--- config.mk ---
export PLATFORM = sky130hd
export DESIGN_NAME = uart_ctrl_flat
export DESIGN_NICKNAME = d
export VERILOG_FILES = /design/src/rtl/uart_pkg.sv /design/src/rtl/uart_ctrl_if.sv /design/src/rtl/uart_ctrl_rr_arb2.sv /design/src/rtl/uart_ctrl.sv /design/src/flat_wrapper.sv
export SDC_FILE = /design/constraint.sdc
export NUM_CORES = 1
export LEC_CHECK = 0
export CAP_MARGIN = 40
export CELL_PAD_IN_SITES_DETAIL_PLACEMENT = 0
export CELL_PAD_IN_SITES_GLOBAL_PLACEMENT = 1
export CORE_ASPECT_RATIO = 1.1
export CORE_MARGIN = 5
export CORE_UTILIZATION = 23
export CTS_BUF_LIST = sky130_fd_sc_hd__clkbuf_4 sky130_fd_sc_hd__clkbuf_8
export DETAILED_ROUTE_END_ITERATION = 8
export HOLD_SLACK_MARGIN = 0.03
export PLACE_DENSITY_LB_ADDON = 0.15
export SYNTH_ARGS = -nofsm -noshare
export SYNTH_HDL_FRONTEND = slang
export SYNTH_SLANG_ARGS = --single-unit
--- constraint.sdc ---
create_clock -name clk -period 1.6 [get_ports clk]
set_input_delay 0.24 -clock clk [delete_from_list [all_inputs] [get_ports clk]]
set_output_delay 0.24 -clock clk [all_outputs]
set_load 0.05 [all_outputs]
--- src/rtl/uart_pkg.sv ---
`default_nettype none
// ============================================================================
// uart_pkg : register map, status bit indices and FSM encoding for uart_ctrl
// Revision : 1.0
// ============================================================================
package uart_pkg;

  localparam logic [12:0] UART_RX   = 13'h0;
  localparam logic [12:0] UART_TX   = 13'h4;
  localparam logic [12:0] UART_STAT = 13'h8;

  localparam int STAT_RXVALID = 0;
  localparam int STAT_TXFULL  = 3;

  // Direction encoding shared by the arbiter and the controller
  localparam logic DIR_RD = 1'b0;
  localparam logic DIR_WR = 1'b1;

  typedef enum logic [2:0] {
    IDLE  = 3'd0,
    ST_AR = 3'd1,
    ST_R  = 3'd2,
    RX_AR = 3'd3,
    RX_R  = 3'd4,
    TX_AW = 3'd5,
    TX_B  = 3'd6
  } state_e;

endpackage
`default_nettype wire

--- src/rtl/uart_ctrl_if.sv ---
`default_nettype none
// ============================================================================
// uart_ctrl_if : AXI4-Lite master port towards the UART Lite register block
// Revision     : 1.0
// ============================================================================
interface uart_ctrl_if;

  logic [12:0] uart_araddr;
  logic        uart_arvalid;
  logic        uart_arready;
  logic [31:0] uart_rdata;
  logic [1:0]  uart_rresp;
  logic        uart_rvalid;
  logic        uart_rready;
  logic [12:0] uart_awaddr;
  logic        uart_awvalid;
  logic        uart_awready;
  logic [31:0] uart_wdata;
  logic [3:0]  uart_wstrb;
  logic        uart_wvalid;
  logic        uart_wready;
  logic [1:0]  uart_bresp;
  logic        uart_bvalid;
  logic        uart_bready;

  modport master (
    output uart_araddr, uart_arvalid, input  uart_arready,
    input  uart_rdata,  uart_rresp,   uart_rvalid, output uart_rready,
    output uart_awaddr, uart_awvalid, input  uart_awready,
    output uart_wdata,  uart_wstrb,   uart_wvalid, input  uart_wready,
    input  uart_bresp,  uart_bvalid,  output uart_bready
  );

  modport slave (
    input  uart_araddr, uart_arvalid, output uart_arready,
    output uart_rdata,  uart_rresp,   uart_rvalid, input  uart_rready,
    input  uart_awaddr, uart_awvalid, output uart_awready,
    input  uart_wdata,  uart_wstrb,   uart_wvalid, output uart_wready,
    output uart_bresp,  uart_bvalid,  input  uart_bready
  );

endinterface
`default_nettype wire

--- src/rtl/uart_ctrl_rr_arb2.sv ---
`default_nettype none
// ============================================================================
// rr_arb2  : two-requester round-robin arbiter; req/gnt bit 0 = read, 1 = write
// Revision : 1.0
// ============================================================================
module rr_arb2 (
  input  wire logic       clk,
  input  wire logic       rst,
  input  wire logic [1:0] req_i,
  input  wire logic       en_i,
  output logic      [1:0] gnt_o
);

  logic last_q, last_d;

  always_comb begin
    gnt_o  = 2'b00;
    last_d = last_q;
    if (en_i) begin
      if (req_i == 2'b11) begin
        gnt_o = (last_q == 1'b1) ? 2'b01 : 2'b10;
      end else begin
        gnt_o = req_i;
      end
      if (gnt_o != 2'b00) begin
        last_d = gnt_o[1];
      end
    end
  end

  // Reset to "write granted last" so the first contention favours read
  always_ff @(posedge clk) begin
    if (rst) begin
      last_q <= 1'b1;
    end else begin
      last_q <= last_d;
    end
  end

endmodule
`default_nettype wire

--- src/rtl/uart_ctrl.sv ---
`default_nettype none
// ============================================================================
// uart_ctrl : sequences byte RX/TX requests onto an AXI4-Lite UART Lite slave,
//             polling STAT before every FIFO access, one transaction at a time
// Revision  : 1.0
// ============================================================================
module uart_ctrl
  import uart_pkg::*;
#(
  parameter logic [12:0] BASE_ADDR = 13'h0,
  parameter int          POLL_GAP  = 4
) (
  input  wire logic       clk,
  input  wire logic       rst,
  input  wire logic       renable,
  output logic            rdone,
  output logic      [7:0] rdata,
  input  wire logic       wenable,
  input  wire logic [7:0] wdata,
  output logic            wdone,
  output logic            bus_err,
  uart_ctrl_if.master     axi
);

  localparam int               BO_W      = (POLL_GAP > 0) ? $clog2(POLL_GAP + 1) : 1;
  localparam logic [BO_W-1:0]  BO_LOAD   = BO_W'(POLL_GAP);
  localparam logic [BO_W-1:0]  BO_ONE    = BO_W'(1);
  localparam logic [12:0]      ADDR_RX   = BASE_ADDR + UART_RX;
  localparam logic [12:0]      ADDR_TX   = BASE_ADDR + UART_TX;
  localparam logic [12:0]      ADDR_STAT = BASE_ADDR + UART_STAT;

  state_e            state_q, state_d;
  logic              rpend_q, rpend_d;
  logic              wpend_q, wpend_d;
  logic [7:0]        wbuf_q, wbuf_d;
  logic [BO_W-1:0]   rbo_q, rbo_d;
  logic [BO_W-1:0]   wbo_q, wbo_d;
  logic              gdir_q, gdir_d;
  logic              aw_ok_q, aw_ok_d;
  logic              w_ok_q, w_ok_d;
  logic              rdone_q, rdone_d;
  logic              wdone_q, wdone_d;
  logic [7:0]        rdata_q, rdata_d;
  logic              err_q, err_d;

  logic              r_elig, w_elig;
  logic [1:0]        gnt;

  logic [12:0]       araddr_w, awaddr_w;
  logic              arvalid_w, rready_w, awvalid_w, wvalid_w, bready_w;
  logic [31:0]       wdata_w;

  logic              unused_rdata_hi;
  assign unused_rdata_hi = &{1'b0, axi.uart_rdata[31:8]};

  assign r_elig = (renable || rpend_q) && (rbo_q == '0);
  assign w_elig = (wenable || wpend_q) && (wbo_q == '0);

  rr_arb2 u_arb (
    .clk   (clk),
    .rst   (rst),
    .req_i ({w_elig, r_elig}),
    .en_i  (state_q == IDLE),
    .gnt_o (gnt)
  );

  always_comb begin
    state_d   = state_q;
    rpend_d   = rpend_q;
    wpend_d   = wpend_q;
    wbuf_d    = wbuf_q;
    rbo_d     = (rbo_q != '0) ? (rbo_q - BO_ONE) : rbo_q;
    wbo_d     = (wbo_q != '0) ? (wbo_q - BO_ONE) : wbo_q;
    gdir_d    = gdir_q;
    aw_ok_d   = aw_ok_q;
    w_ok_d    = w_ok_q;
    rdone_d   = 1'b0;
    wdone_d   = 1'b0;
    rdata_d   = rdata_q;
    err_d     = err_q;
    arvalid_w = 1'b0;
    araddr_w  = 13'h0;
    rready_w  = 1'b0;
    awvalid_w = 1'b0;
    awaddr_w  = 13'h0;
    wvalid_w  = 1'b0;
    wdata_w   = 32'h0;
    bready_w  = 1'b0;

    // A pulse against an already-set latch is dropped; the first request wins
    if (renable) begin
      rpend_d = 1'b1;
    end
    if (wenable && !wpend_q) begin
      wpend_d = 1'b1;
      wbuf_d  = wdata;
    end

    case (state_q)
      IDLE: begin
        if (gnt != 2'b00) begin
          state_d = ST_AR;
          gdir_d  = gnt[1] ? DIR_WR : DIR_RD;
        end
      end
      ST_AR: begin
        arvalid_w = 1'b1;
        araddr_w  = ADDR_STAT;
        if (axi.uart_arready) begin
          state_d = ST_R;
        end
      end
      ST_R: begin
        rready_w = 1'b1;
        if (axi.uart_rvalid) begin
          if (axi.uart_rresp != 2'b00) begin
            err_d = 1'b1;
          end
          if (gdir_q == DIR_RD && axi.uart_rdata[STAT_RXVALID]) begin
            state_d = RX_AR;
          end else if (gdir_q == DIR_WR && !axi.uart_rdata[STAT_TXFULL]) begin
            state_d = TX_AW;
            aw_ok_d = 1'b0;
            w_ok_d  = 1'b0;
          end else begin
            state_d = IDLE;
            if (gdir_q == DIR_WR) begin
              wbo_d = BO_LOAD;
            end else begin
              rbo_d = BO_LOAD;
            end
          end
        end
      end
      RX_AR: begin
        arvalid_w = 1'b1;
        araddr_w  = ADDR_RX;
        if (axi.uart_arready) begin
          state_d = RX_R;
        end
      end
      RX_R: begin
        rready_w = 1'b1;
        if (axi.uart_rvalid) begin
          if (axi.uart_rresp != 2'b00) begin
            err_d = 1'b1;
          end
          state_d = IDLE;
          rdone_d = 1'b1;
          rdata_d = axi.uart_rdata[7:0];
          rpend_d = 1'b0;
        end
      end
      TX_AW: begin
        // AW and W complete independently; each valid drops after its own handshake
        awvalid_w = !aw_ok_q;
        wvalid_w  = !w_ok_q;
        awaddr_w  = ADDR_TX;
        wdata_w   = {24'h0, wbuf_q};
        if (awvalid_w && axi.uart_awready) begin
          aw_ok_d = 1'b1;
        end
        if (wvalid_w && axi.uart_wready) begin
          w_ok_d = 1'b1;
        end
        if ((aw_ok_q || axi.uart_awready) && (w_ok_q || axi.uart_wready)) begin
          state_d = TX_B;
        end
      end
      TX_B: begin
        bready_w = 1'b1;
        if (axi.uart_bvalid) begin
          if (axi.uart_bresp != 2'b00) begin
            err_d = 1'b1;
          end
          state_d = IDLE;
          wdone_d = 1'b1;
          wpend_d = 1'b0;
        end
      end
      default: begin
        state_d = IDLE;
      end
    endcase
  end

  always_ff @(posedge clk) begin
    if (rst) begin
      state_q <= IDLE;
      rpend_q <= 1'b0;
      wpend_q <= 1'b0;
      wbuf_q  <= 8'h0;
      rbo_q   <= '0;
      wbo_q   <= '0;
      gdir_q  <= DIR_RD;
      aw_ok_q <= 1'b0;
      w_ok_q  <= 1'b0;
      rdone_q <= 1'b0;
      wdone_q <= 1'b0;
      rdata_q <= 8'h0;
      err_q   <= 1'b0;
    end else begin
      state_q <= state_d;
      rpend_q <= rpend_d;
      wpend_q <= wpend_d;
      wbuf_q  <= wbuf_d;
      rbo_q   <= rbo_d;
      wbo_q   <= wbo_d;
      gdir_q  <= gdir_d;
      aw_ok_q <= aw_ok_d;
      w_ok_q  <= w_ok_d;
      rdone_q <= rdone_d;
      wdone_q <= wdone_d;
      rdata_q <= rdata_d;
      err_q   <= err_d;
    end
  end

  assign rdone   = rdone_q;
  assign wdone   = wdone_q;
  assign rdata   = rdata_q;
  assign bus_err = err_q;

  assign axi.uart_araddr  = araddr_w;
  assign axi.uart_arvalid = arvalid_w;
  assign axi.uart_rready  = rready_w;
  assign axi.uart_awaddr  = awaddr_w;
  assign axi.uart_awvalid = awvalid_w;
  assign axi.uart_wdata   = wdata_w;
  assign axi.uart_wstrb   = 4'b0001;
  assign axi.uart_wvalid  = wvalid_w;
  assign axi.uart_bready  = bready_w;

endmodule
`default_nettype wire

--- src/flat_wrapper.sv ---
// flat-port wrapper written by rule: the top's interface ports become plain ports
module uart_ctrl_flat import uart_pkg::*;
#(
  parameter logic [12:0] BASE_ADDR = 13'h0,
  parameter int          POLL_GAP  = 4
)
  (clk, rst, renable, rdone, rdata, wenable, wdata, wdone, bus_err, axi_uart_araddr, axi_uart_arvalid, axi_uart_arready, axi_uart_rdata, axi_uart_rresp, axi_uart_rvalid, axi_uart_rready, axi_uart_awaddr, axi_uart_awvalid, axi_uart_awready, axi_uart_wdata, axi_uart_wstrb, axi_uart_wvalid, axi_uart_wready, axi_uart_bresp, axi_uart_bvalid, axi_uart_bready);
  uart_ctrl_if axi_i ();
  input  wire logic clk;
  input  wire logic rst;
  input  wire logic renable;
  output logic rdone;
  output logic      [7:0] rdata;
  input  wire logic wenable;
  input  wire logic [7:0] wdata;
  output logic wdone;
  output logic bus_err;
  output wire logic [$bits(axi_i.uart_araddr)-1:0] axi_uart_araddr;
  output wire logic [$bits(axi_i.uart_arvalid)-1:0] axi_uart_arvalid;
  input wire logic [$bits(axi_i.uart_arready)-1:0] axi_uart_arready;
  input wire logic [$bits(axi_i.uart_rdata)-1:0] axi_uart_rdata;
  input wire logic [$bits(axi_i.uart_rresp)-1:0] axi_uart_rresp;
  input wire logic [$bits(axi_i.uart_rvalid)-1:0] axi_uart_rvalid;
  output wire logic [$bits(axi_i.uart_rready)-1:0] axi_uart_rready;
  output wire logic [$bits(axi_i.uart_awaddr)-1:0] axi_uart_awaddr;
  output wire logic [$bits(axi_i.uart_awvalid)-1:0] axi_uart_awvalid;
  input wire logic [$bits(axi_i.uart_awready)-1:0] axi_uart_awready;
  output wire logic [$bits(axi_i.uart_wdata)-1:0] axi_uart_wdata;
  output wire logic [$bits(axi_i.uart_wstrb)-1:0] axi_uart_wstrb;
  output wire logic [$bits(axi_i.uart_wvalid)-1:0] axi_uart_wvalid;
  input wire logic [$bits(axi_i.uart_wready)-1:0] axi_uart_wready;
  input wire logic [$bits(axi_i.uart_bresp)-1:0] axi_uart_bresp;
  input wire logic [$bits(axi_i.uart_bvalid)-1:0] axi_uart_bvalid;
  output wire logic [$bits(axi_i.uart_bready)-1:0] axi_uart_bready;
  assign axi_uart_araddr = axi_i.uart_araddr;
  assign axi_uart_arvalid = axi_i.uart_arvalid;
  assign axi_i.uart_arready = axi_uart_arready;
  assign axi_i.uart_rdata = axi_uart_rdata;
  assign axi_i.uart_rresp = axi_uart_rresp;
  assign axi_i.uart_rvalid = axi_uart_rvalid;
  assign axi_uart_rready = axi_i.uart_rready;
  assign axi_uart_awaddr = axi_i.uart_awaddr;
  assign axi_uart_awvalid = axi_i.uart_awvalid;
  assign axi_i.uart_awready = axi_uart_awready;
  assign axi_uart_wdata = axi_i.uart_wdata;
  assign axi_uart_wstrb = axi_i.uart_wstrb;
  assign axi_uart_wvalid = axi_i.uart_wvalid;
  assign axi_i.uart_wready = axi_uart_wready;
  assign axi_i.uart_bresp = axi_uart_bresp;
  assign axi_i.uart_bvalid = axi_uart_bvalid;
  assign axi_uart_bready = axi_i.uart_bready;
  uart_ctrl #(.BASE_ADDR(BASE_ADDR), .POLL_GAP(POLL_GAP)) u_core (.clk(clk), .rst(rst), .renable(renable), .rdone(rdone), .rdata(rdata), .wenable(wenable), .wdata(wdata), .wdone(wdone), .bus_err(bus_err), .axi(axi_i));
endmodule
==> run metrics, run 1 <==
Async SR Flop Fraction 0%; vias in the first global route approximately 1500; final hold violation count 0; placer congestion estimate 0.723; VDD IR max 609 uV; Post-Route WL 4.87 mm; # diodes 0; setup TNS 0 ns; Finish-stage setup viols 0; final instance area just under 0.003 mm^2; HP Class reg -> reg; Post-synth EDFFs 0; initial antenna violation count 0; CP Capture Type primary output; pin count of the biggest net entering global routing 20; final critical-path share of the clock period ~100%; Via Count 1640; critical path class reg -> out; Initial DRC Count 22; total congestion overflow 0; CTS tree done; Leak Pwr 1.32 nW; clock latency on the worst-skew pair approximately 0.28 ns; max-cap violations 0; synth cell count leaders 53 x buf_4, 34 x dfxtp_1, 26 x nor2_1; layout cell share with drive strength beyond 1 26.1%; TritonCTS Buffers 5; clock sinks 34; Worst Path Required 1.36 ns; FF+latch count, synth 34; H-tree level count 2; worst-path maximum fanout 12; count of cell types in the netlist 50; Top Ports between 100 and 150; fmax between 0.6 and 0.7 GHz; hpwl dp ~3.8 mm; Worst-path clk slew roughly 0.07 ns; Tot Pwr about 3.9 mW; Avg Vias per Cell 3.76; Layout area overhead 43.0%; dpl cells between 400 and 500; R2R Setup Slk 0.13 ns; IO buf count 54; synth warn 0; pre-CTS setup slack -0.110 ns; most common cell in the netlist buf_4; hold_ws 0.458 ns; Area contributors post-synth dfxtp_1 33%, buf_4 19%, mux2i_1 4.8%, nor2_1 4.7%, nand2_1 4.0%; Pre-Repair DR Iteration Count 4; chip width 101 um; placed cell area roughly 0.0028 mm^2; type of origin of the critical path register; final std cells w/o fill 436; Core Rows 36; Post-CTS Hold Buffers 0; Post-Synthesis Cells around 250; Longest Clk Path Bufs 2; GRT Util Overall 8.43%; Die ar. ~0.011 mm^2; first-pass GRT wire length between 7 and 8 mm; max-slew violations 0; data arrival time of the worst path roughly 1.3 ns; Post-synth top flop dfxtp_1; Starting Density 23.5%; unrepaired setup endpoints after global routing yes; status finished clean; Synth Area per Inst approximately 8.5 um^2; Die H ~110 um; Yosys top cell area share approximately 33%; Layout Skew around 0.0032 ns; # fillers 939; per-cell routed wire length 11.2 um; final worst setup slack ~0.031 ns; Routed Antenna Nets 0; layout net count 379; root buf cell clkbuf_8; sequential share of the synthesized area roughly a third; Pwr Density 1290 mW/mm^2; Tmin final ~1.6 ns; Cell Area, Synth 0.00208 mm^2; final core occ 33.6%; Core Area slightly below 0.009 mm^2; largest area contributor in the netlist dfxtp_1; DRC Markers 0
critical path, cell delays in order, from the launching register on:
cell     delay (ns)
dfxtp_1        0.31
and3b_4        0.37
nor2b_2        0.21
buf_12         0.15
logic make-up after synthesis:
| family | after synthesis | synth area share, % |
|---|---|---|
| buf+inv | 73 | 23.9 |
| other cells | 2 | 0.360 |
| mux | 11 | 5.52 |
| flops | 34 | 32.7 |
| simple gates | 84 | 21.4 |
| compound gates | 33 | 11.9 |
| xor+xnor | 3 | 1.26 |
| fa+ha+maj | 5 | 3.00 |
routing by layer:
metal,up-vias,track usage [%],wire length (um)
met4,0,3.46,45
met5,-,0,0
met2,68,13.0,2210
met1,720,11.0,2210
met3,4,2.35,405
li1,848,-,-
flip-flops by register name (all words and copies together) (netlist names), 3 cells and up:
signal,count
u_core.rdata,8
u_core.wbuf_q,8
u_core.rbo_q,3
u_core.state_q,3
u_core.wbo_q,3
final timing paths:
kind | from | cells after the start | endpoint
setup / recovery | u_core.state_q[1]$_SDFFE_PP0P_ | 3 | axi_uart_wvalid
hold / removal | u_core.rdata[4]$_SDFFE_PP0P_ | 2 | u_core.rdata[4]$_SDFFE_PP0P_
setup reg to reg | u_core.state_q[0]$_SDFFE_PP0P_ | 5 | u_core.state_q[1]$_SDFFE_PP0P_
hold reg to reg | u_core.rdata[4]$_SDFFE_PP0P_ | 2 | u_core.rdata[4]$_SDFFE_PP0P_
cell type report:
| cell class | instances | area, um^2 | area share (%) |
|---|---|---|---|
| clock inverters | 1 | 5.00 | 0.168 |
| clock buffers | 7 | 90.1 | 3.02 |
| multi-input cells | 188 | 1120 | 37.5 |
| flip-flops and latches | 34 | 688 | 23.1 |
| inverters | 8 | 30.0 | 1.01 |
| well taps | 114 | 143 | 4.78 |
| repair buffers | 84 | 908 | 30.5 |
power breakdown:
part / leakage (nW) / switching, mW / internal, mW
Combinational: 0.993 / 1.13 / 0.948
Sequential: 0.279 / 0.104 / 0.999
Clock: 0.0517 / 0.307 / 0.364
Total: 1.32 / 1.54 / 2.31
placed cells by master (no fill, tap or decap), types with 3 or more instances in the layout:
| cell type | netlist | final |
|---|---|---|
| conb_1 | 2 | 52 |
| buf_4 | 53 | 38 |
| dfxtp_1 | 34 | 32 |
| clkdlybuf4s50_1 | 0 | 28 |
| nor2_1 | 26 | 24 |
| nand2_1 | 22 | 22 |
| buf_12 | 0 | 16 |
| a21oi_1 | 14 | 14 |
| and2_1 | 11 | 11 |
| mux2i_1 | 10 | 10 |
| inv_1 | 8 | 8 |
| clkbuf_8 | 0 | 6 |
| nor2_2 | 1 | 3 |
| nand2b_1 | 3 | 3 |
| ha_1 | 5 | 3 |
timing repair:
action	CTS	global route
resized for setup	6	7
setup endpoints to repair	15	14
buffers inserted	3	5
cloned	0	0
pin swaps	3	5
hold endpoints to repair	0	0
No activity file was read; power rests on OpenSTA's default activity.
==> inputs of run 2 (changes only) <==
--- a/config.mk
+++ b/config.mk
@@ -10,11 +10,14 @@
 export CELL_PAD_IN_SITES_GLOBAL_PLACEMENT = 1
 export CORE_ASPECT_RATIO = 1.1
 export CORE_MARGIN = 5
-export CORE_UTILIZATION = 23
+export CORE_UTILIZATION = 41
 export CTS_BUF_LIST = sky130_fd_sc_hd__clkbuf_4 sky130_fd_sc_hd__clkbuf_8
 export DETAILED_ROUTE_END_ITERATION = 8
+export DONT_BUFFER_PORTS = 1
+export GPL_ROUTABILITY_DRIVEN = 0
 export HOLD_SLACK_MARGIN = 0.03
 export PLACE_DENSITY_LB_ADDON = 0.15
+export SLEW_MARGIN = 20
 export SYNTH_ARGS = -nofsm -noshare
 export SYNTH_HDL_FRONTEND = slang
 export SYNTH_SLANG_ARGS = --single-unit
==> run 2 against run 1 <==
  * Core utilization grew 15 points
  * Global-route usage is 3.6 points higher
  * Non-clock buffer count fell by 51
  * Cell count shrank 24%
  * Critical endpoint is now axi_uart_araddr[3]
  * Maximum frequency grew 2.0%
  * Largest power group unchanged
  * Critical path type unchanged
  * Clock-buffer cell count is the same
==> run metrics, run 2 (synthesis results as in run 1) <==
Worst-Margin Slew ~0.52 ns; TritonCTS Buffers 5; VDD IR max 593 uV; max-cap violations 0; slew margin rel. ~65%; max-slew violations 0; chip width between 70 and 80 um; most frequent cells in the layout 52 x conb_1, 29 x dfxtp_1, 25 x nor2_1, 22 x nand2_1, 17 x buf_4; clock sinks 34; root buf cell clkbuf_8; Worst R2R End u_core.state_q[1]$_SDFFE_PP0P_; Initial DRC Count 53; DRC Markers 0; Die H about 85 um; Die ar. around 0.0066 mm^2; Worst Hold Path EP u_core.wpend_q$_SDFF_PP0_; Post-Route WL between 4 and 5 mm; Seq. cell area roughly 690 um^2; commonest non-fill, non-tap cell in the layout conb_1; GRT Util Overall between 10% and 20%; H-tree level count 2; CTS tree done; final core occ about half; clock latency on the worst-skew pair approximately 0.28 ns; Worst Path Required ~1.4 ns; DRT met1 WL 1.74 mm; Via Count roughly 1500; CP Capture Type primary output; total congestion overflow 0; layout cell share with drive strength beyond 1 a little under a quarter; worst-path maximum fanout 8; Layout Skew approximately 0.009 ns; R2R Setup Slk 0.06 ns; type of origin of the critical path register; Top Ports approximately 130; Finish-stage setup viols 0; Net Sw Power ~1.5 mW; status finished clean; hold depth 1; Layout area overhead 16.7%; Starting Density a little over two fifths; Core Rows 27; final hold violation count 0; # fillers between 500 and 600; Pwr Density 1470 mW/mm^2; sequential power share between 30 and 40%; unrepaired setup endpoints after global routing yes; footprint of the multi-input gates 0.00114 mm^2; met2 wire length about 2.1 mm; combinational share of power 48.4%; pin count of the biggest net entering global routing 26; Clock Power Share 18.4%; Routed Antenna Nets 0; HP Class in -> reg; layout net count around 330; Pre-Repair DR Iteration Count 4; Hold Startpoint axi_uart_bvalid; vias in the first global route between 1000 and 1500; sw frac 41.4%; r2r startpoint u_core.state_q[0]$_SDFFE_PP0P_; Leak Pwr 1.09 nW; IO buf count 0; critical path class reg -> out; per-cell routed wire length around 13 um; data arrival time of the worst path between 1 and 1.5 ns; Tmin final ~1.5 ns; Worst-path clk slew 0.07 ns; first-pass GRT wire length 6.43 mm; Longest Clk Path Bufs 2; fmax between 0.6 and 0.7 GHz; dpl cells approximately 310; Avg Vias per Cell 4.45; initial antenna violation count 0; worst reg2reg path depth 5; final std cells w/o fill 330; final critical-path share of the clock period 96.2%; # diodes 0; hpwl dp ~3.2 mm; Internal Power between 2 and 2.5 mW; Core Area between 0.004 and 0.005 mm^2; uppermost layer routed met4; Met3 Wirelength ~410 um
## run 2: cell type report
| cell class | instances | share of cell area [%] |
|---|---|---|
| clock inverters | 1 | 0.206 |
| inverters | 8 | 1.23 |
| clock buffers | 7 | 3.70 |
| well taps | 58 | 2.98 |
| flip-flops and latches | 34 | 28.2 |
| repair buffers | 33 | 16.7 |
| multi-input cells | 189 | 46.9 |
## run 2: stage by stage
| step | TNS, ns | cell area, um^2 | hold WS (ns) | total power, mW | worst slack, ns |
|---|---|---|---|---|---|
| after CTS | 0 | 2350 | 0.0332 | 3.50 | 0.00527 |
| after global placement | 0 | 2210 | 0.316 | 2.76 | 0.0334 |
| after global routing | -0.0453 | 2430 | 0.0306 | 3.82 | -0.0370 |
| final | 0 | 2430 | 0.0418 | 3.57 | 0.0612 |
| after floorplan | -0.00975 | 2280 | 0.338 | 2.52 | -0.00975 |
| after detailed placement | 0 | 2210 | 0.318 | 2.77 | 0.0212 |
## run 2: repair_timing
item / CTS / global route
buffers inserted: 2 / 4
endpoints found under the hold margin: 25 / 0
gates resized for setup: 6 / 12
endpoints found under the setup margin: 12 / 9
hold buffers: 1 / 0
pin swaps: 2 / 4
gates cloned: 1 / 0
## run 2: layer usage
| metal | track usage [%] | vias up |
|---|---|---|
| met5 | 0 | - |
| met4 | 2.76 | 0 |
| li1 | - | 751 |
| met3 | 5.36 | 5 |
| met1 | 14.6 | 657 |
| met2 | 19.5 | 55 |
## run 2: power by group through the flow
stage / combinational [mW] / sequential (mW) / clock (mW)
after floorplan: 1.35 / 1.17 / 0
after global placement: 1.57 / 1.18 / 0
after detailed placement: 1.58 / 1.19 / 0
after CTS: 1.63 / 1.18 / 0.690
after global routing: 1.88 / 1.21 / 0.725
final: 1.73 / 1.19 / 0.657
## run 2: critical path, stage by stage, from the launching register on
cell and delay, ns:
dfxtp_2 0.33, buf_6 0.14, or2b_1 0.27, nor2_4 0.14, buf_12 0.14
## run 2: worst max path at each step
stage          depth (start not counted)  slack (ns)                            from                             end
2_1_floorplan                          3       -0.01  u_core.state_q[1]$_SDFFE_PP0P_                 axi_uart_wvalid
3_3_place_gp                           7        0.03      u_core.wbo_q[0]$_SDFF_PP0_  u_core.state_q[1]$_SDFFE_PP0P_
3_5_place_dp                           7        0.02      u_core.wbo_q[0]$_SDFF_PP0_  u_core.state_q[1]$_SDFFE_PP0P_
4_1_cts                                4       0.005  u_core.state_q[1]$_SDFFE_PP0P_              axi_uart_araddr[3]
5_1_grt                                7       -0.04      u_core.wbo_q[0]$_SDFF_PP0_  u_core.state_q[1]$_SDFFE_PP0P_
6_report                               4        0.06  u_core.state_q[1]$_SDFFE_PP0P_              axi_uart_araddr[3]
==> patch 1, RTL diff (config.mk and constraints of run 1) <==
Take the reset off `wbuf_q` and load it in a clocked block of its own.
--- a/src/rtl/uart_ctrl.sv
+++ b/src/rtl/uart_ctrl.sv
@@ -189,7 +189,6 @@
       state_q <= IDLE;
       rpend_q <= 1'b0;
       wpend_q <= 1'b0;
-      wbuf_q  <= 8'h0;
       rbo_q   <= '0;
       wbo_q   <= '0;
       gdir_q  <= DIR_RD;
@@ -203,7 +202,6 @@
       state_q <= state_d;
       rpend_q <= rpend_d;
       wpend_q <= wpend_d;
-      wbuf_q  <= wbuf_d;
       rbo_q   <= rbo_d;
       wbo_q   <= wbo_d;
       gdir_q  <= gdir_d;
@@ -216,6 +214,10 @@
     end
   end
 
+  always_ff @(posedge clk) begin
+    wbuf_q <= wbuf_d;
+  end
+
   assign rdone   = rdone_q;
   assign wdone   = wdone_q;
   assign rdata   = rdata_q;
Behaviour: same outputs for any inputs over 10 cycles, from zero or initial values and one cycle with rst high; that may be too few to reach the edited logic, so the function may still have changed.
==> patch 1 against run 1 <==
- utilization up 2.8 points
- non-clock buffer count is 10 higher
- worst setup slack worse by 0.026 ns
- clock power grew 21%
- routed wire length is 8.5% higher
- critical path depth grew 2
- die area is 4.1% lower
- sequential cell count unchanged
- design area increased by 2.6%
- synthesized area shrank 4.6%
- register-to-register slack worse by 0.13 ns
- final cell count fell by 1.1%
- power up 15%
- critical endpoint is now u_core.state_q[1]
- largest cell class unchanged
==> patch 1: results (changes against run 1) <==
* Synth Area in XOR/XNOR at 1.32% (+0.060 points)
* Met2 WL at 2610 µm (+18%)
* Synth Area in Adders at 3.14% (+0.14 points)
* Crit-path max FO at 8 (-4)
* Fillers at 875 (-6.8%)
* Post-synth EDFFs at 8 (+8)
* Vias in the first global route at 1,588 (+3.3%)
* Most instantiated cells after synthesis: buf_4, dfxtp_1, nand2_1, a21oi_1, nor2_1
* Layout net count at 377 (-0.53%)
* Drt wl/cell at 12.3 µm (+9.7%)
* CP delay by family, top: flip-flops
* Critical Path AT at 1.77 ns (+0.44 ns)
* Critical path's slowest cell: dfxtp_4
* Largest net degree at the start of global routing at 11 (-45%)
* Area contributors post-synth: dfxtp_1, buf_4, edfxtp_1
* Post-CTS resize count at 16 (+10)
* Static Leak at 1.31 nW (-0.87%)
* Detailed placement HPWL at 4120 µm (+8.2%)
* Number of post-CTS setup repair buffers at 4 (+1)
* R2R depth at 5 (unchanged)
* Wire length on met1 at 2260 µm (+2.2%)
* GPL Wtd Cong at 0.749 (+3.5%)
* DRT Pass-1 Iters at 4 (unchanged)
* Dpl cell area at 2800 µm² (about the same)
* Share of cells above drive strength 1 at 34.7% (+8.6 points)
* Mux cell area share after synthesis at 0.566% (-5.0 points)
* Clock skew at 0.00584 ns (+0.00261 ns)
* Hold WS at 0.459 ns (+0.000993 ns)
* Synth Area in Compound Gates at 11.8% (-0.12 points)
* Crit path kind: flip-flop to flip-flop
* Internal power at 2.67 mW (+16%)
* Met2 Use GR at 16.6% (+3.6 points)
* Met1 Track Usage GR at 10.9% (-0.10 points)
* Met3 wire len at 330 µm (-19%)
* Initial drt markers at 72 (+230%)
* Setup slack, reg-to-reg at 0.005 ns (-0.13 ns)
* Worst VDD drop at 468 µV (-23%)
* First-pass GRT wire length at 7800 µm (+6.5%)
* Hold Startpoint: u_core.rdata[6]
* Met3 Track Usage GR at 2.20% (-0.14 points)
* Status: complete, no violations
* Hold Path End: u_core.rdata[6]
* Largest stage delay, worst path at 0.39 ns (+0.02 ns)
* Critical path origin: u_core.state_q[2]
* Pre-CTS setup slack at -0.151 ns (-0.0405 ns)
* Clk network pwr share at 18.3% (+0.9 points)
* Sequential area share after synthesis at 38.2% (+5.6 points)
* All-Layer GR Usage at 9.39% (+0.95 points)
* Routed vias/inst at 3.82 (+1.6%)
* GRT busiest layer: met2
* Seq pwr share at 26.9% (-1.7 points)
* Clock Power at 0.811 mW (+21%)
==> patch 1: stage by stage <==
stage / instances / setup TNS (ns) / utilization (%)
finish: 431 / 0 / 36.4
global route: 431 / -0.116 / 36.4
CTS: 429 / -0.207 / 35.5
detailed placement: 417 / -1.64 / 33.2
global placement: 417 / -1.51 / 33.2
floorplan: 278 / -0.663 / -
==> patch 1: layout make-up <==
type                       count  area, µm²  area share [%]
clock buffer                   7       83.8            2.74
sequential                    34        771            25.2
multi-input combinational    175       1040            33.9
timing repair buffer          94        967            31.6
clock inverter                 1       30.0           0.981
inverter                       9       33.8            1.10
tap                          111        139            4.54
==> patch 1: cell families (layout without fill, tap and decap cells) <==
family                     count (synthesis)  in the layout
xor gates and xnor gates                   3              3
DFF                                       34             34
AOI/OAI and AO/OA                         36             36
adders and majority gates                  5              5
and+or+nand+nor                           77             78
muxes                                      1              1
other                                      2             52
buffers and inverters                     70            111
==> patch 2, RTL diff (flow settings as in run 1) <==
Made on the original files. `POLL_GAP` is set to 4 in 2 places; all go to 8.
--- a/src/rtl/uart_ctrl.sv
+++ b/src/rtl/uart_ctrl.sv
@@ -8,7 +8,7 @@
   import uart_pkg::*;
 #(
   parameter logic [12:0] BASE_ADDR = 13'h0,
-  parameter int          POLL_GAP  = 4
+  parameter int          POLL_GAP  = 8
 ) (
   input  wire logic       clk,
   input  wire logic       rst,
--- a/src/flat_wrapper.sv
+++ b/src/flat_wrapper.sv
@@ -2,7 +2,7 @@
 module uart_ctrl_flat import uart_pkg::*;
 #(
   parameter logic [12:0] BASE_ADDR = 13'h0,
-  parameter int          POLL_GAP  = 4
+  parameter int          POLL_GAP  = 8
 )
   (clk, rst, renable, rdone, rdata, wenable, wdata, wdone, bus_err, axi_uart_araddr, axi_uart_arvalid, axi_uart_arready, axi_uart_rdata, axi_uart_rresp, axi_uart_rvalid, axi_uart_rready, axi_uart_awaddr, axi_uart_awvalid, axi_uart_awready, axi_uart_wdata, axi_uart_wstrb, axi_uart_wvalid, axi_uart_wready, axi_uart_bresp, axi_uart_bvalid, axi_uart_bready);
   uart_ctrl_if axi_i ();
Behaviour: not the same (a bounded check fails within 10 cycles, from zero or initial values and one cycle with rst high).
==> patch 2 against run 1 <==
- via count rose by 9.0%
- worst hold slack is essentially flat
- design area increased by 5.1%
- routed wire length grew 12%
- worst setup slack got worse by 0.077 ns
- power increased by 18%
- critical path type is now flip-flop to flip-flop
- critical endpoint is now u_core.state_q[2]
- sequential cell count increased by 2
- fmax decreased by 4.6%
- synthesized area grew 1.2%
- non-clock buffer count increased by 2
- critical path depth up 3
- the run now ends with setup timing left
==> patch 2: results (changes against run 1) <==
* R2R depth at 6 (+1)
* HP Class: flip-flop to flip-flop
* Non-Clock Buffer Area Fraction at 30.0% (-0.45 points)
* Hold Path End: u_core.rdata[4]
* PortBufs at 54 (unchanged)
* Most instantiated cells after synthesis: buf_4, dfxtp_1, nor2_1, nand2_1, a21oi_1
* Vias at 1,787 (+9.0%)
* Mean Syn Cell Area at 8.31 µm² (-2.4%)
* Sequential area share after synthesis at 34.2% (+1.5 points)
* Worst setup margin at -0.0460 ns (-0.0765 ns)
* Fillers at 952 (+1.4%)
* Layout net count at 391 (+3.2%)
* CTS clk-pin slew, worst paths at 0.07 ns (about the same)
* Hold Startpoint: u_core.rdata[4]
* Fraction of area in multi-input gates at 37.8% (+0.29 points)
* Area contributors post-synth: dfxtp_1, buf_4, a21oi_1
* Initial drt markers at 38 (+73%)
* Critical Path AT at 1.83 ns (+0.50 ns)
* Synth cell types at 43 (-14%)
* Non-clock buffer count in the final layout at 86 (+2.4%)
* Clk sink count at 36 (+5.9%)
* GPL Wtd Cong at 0.749 (+3.6%)
* Worst VDD drop at 604 µV (-0.80%)
* CP delay by family, top: simple AND/OR/NAND/NOR gates
* Root buf cell: clkbuf_8
* FF/Latch Area at 729 µm² (+6.0%)
* Crit path capture: u_core.state_q[2]
* Crit-path max FO at 3 (-9)
* Placed Cells incl. Taps at 438 (+4.3%)
* Final instance area at 3130 µm² (+5.1%)
* Post-CTS resize count at 16 (+10)
* Multi-input comb cells at 200 (+6.4%)
* Share of cells above drive strength 1 at 30.3% (+4.2 points)
* Hold WS at 0.457 ns (-0.000440 ns)
* RR Endpoint: u_core.state_q[2]
* Clkbuf count at 6 (-1)
* First-pass GRT wire length at 8740 µm (+19%)
* Switching pwr at 1.80 mW (+17%)
* Static Leak at 1.33 nW (+0.42%)
* All-Layer GR Usage at 9.74% (+1.3 points)
* Largest stage delay, worst path at 0.40 ns (+0.03 ns)
* Critical path origin: u_core.rbo_q[0]
* Inverters at 7 (-1)
* Clock skew at 0.00462 ns (+0.00139 ns)
* Num CTS Buffers at 5 (unchanged)
* Async SR Flop Fraction at 0% (unchanged)
* Dpl cell area at 2920 µm² (+4.7%)
* Critical path's slowest cell: or3b_4
* Detailed placement HPWL at 4270 µm (+12%)
* Drt wl/cell at 12.1 µm (+8.1%)
* Routed vias/inst at 3.96 (+5.3%)
* Status: finished, violations left
* Final setup fails at 1 (+1)
* Failing checks: setup timing
* Final clock-cell share at 3.55% (+0.36 points)
* WHS Path Cells at 2 (unchanged)
* Vias in the first global route at 1,699 (+11%)
-- patch 2: changes by cell type after synthesis, moves of 3 or more --
| cell | delta |
|---|---|
| a21oi_1 | +6 |
| a211oi_1 | +3 |
| ha_1 | -3 |
| nand2b_1 | +3 |
| nor3_1 | +3 |
| nor3b_1 | +3 |
-- patch 2: logic make-up (layout without fill, tap and decap cells) --
group                    Yosys count  count (layout)  synth area share [%]
buffers and inverters             69             101                  22.2
multiplexers                       8               8                  3.80
flip-flops                        36              36                  34.2
other                              2              52                 0.356
XOR/XNOR                           3               3                  1.25
AND/OR/NAND/NOR                   96              97                  24.4
adder cells (fa/ha/maj)            2               2                  1.19
AO/OA/AOI/OAI                     38              38                  12.7
-- patch 2: power by group through the flow --
stage | sequential (mW) | clock (mW) | combinational (mW)
after CTS | 1.22 | 0.843 | 2.48
after global routing | 1.25 | 0.877 | 2.72
final | 1.22 | 0.802 | 2.50
after global placement | 1.21 | 0 | 2.35
after detailed placement | 1.21 | 0 | 2.35
after floorplan | 1.29 | 0 | 1.46
-- patch 2: metrics by stage --
step | setup slack, ns | TNS (ns)
after global placement | -0.0607 | -0.184
after global routing | -0.157 | -0.221
after CTS | -0.0154 | -0.0248
after detailed placement | -0.0785 | -0.166
after floorplan | 0.00383 | 0
final | -0.0460 | -0.0460
-- patch 2: per-layer routing --
| layer | part of all wire, % | track usage [%] | vias to the layer above |
|---|---|---|---|
| met3 | 6.8 | 2.21 | 5 |
| met4 | 1.4 | 3.19 | 0 |
| met5 | 0 | 0 | - |
| met2 | 46 | 15.4 | 68 |
| met1 | 45 | 12.9 | 803 |
| li1 | - | - | 911 |
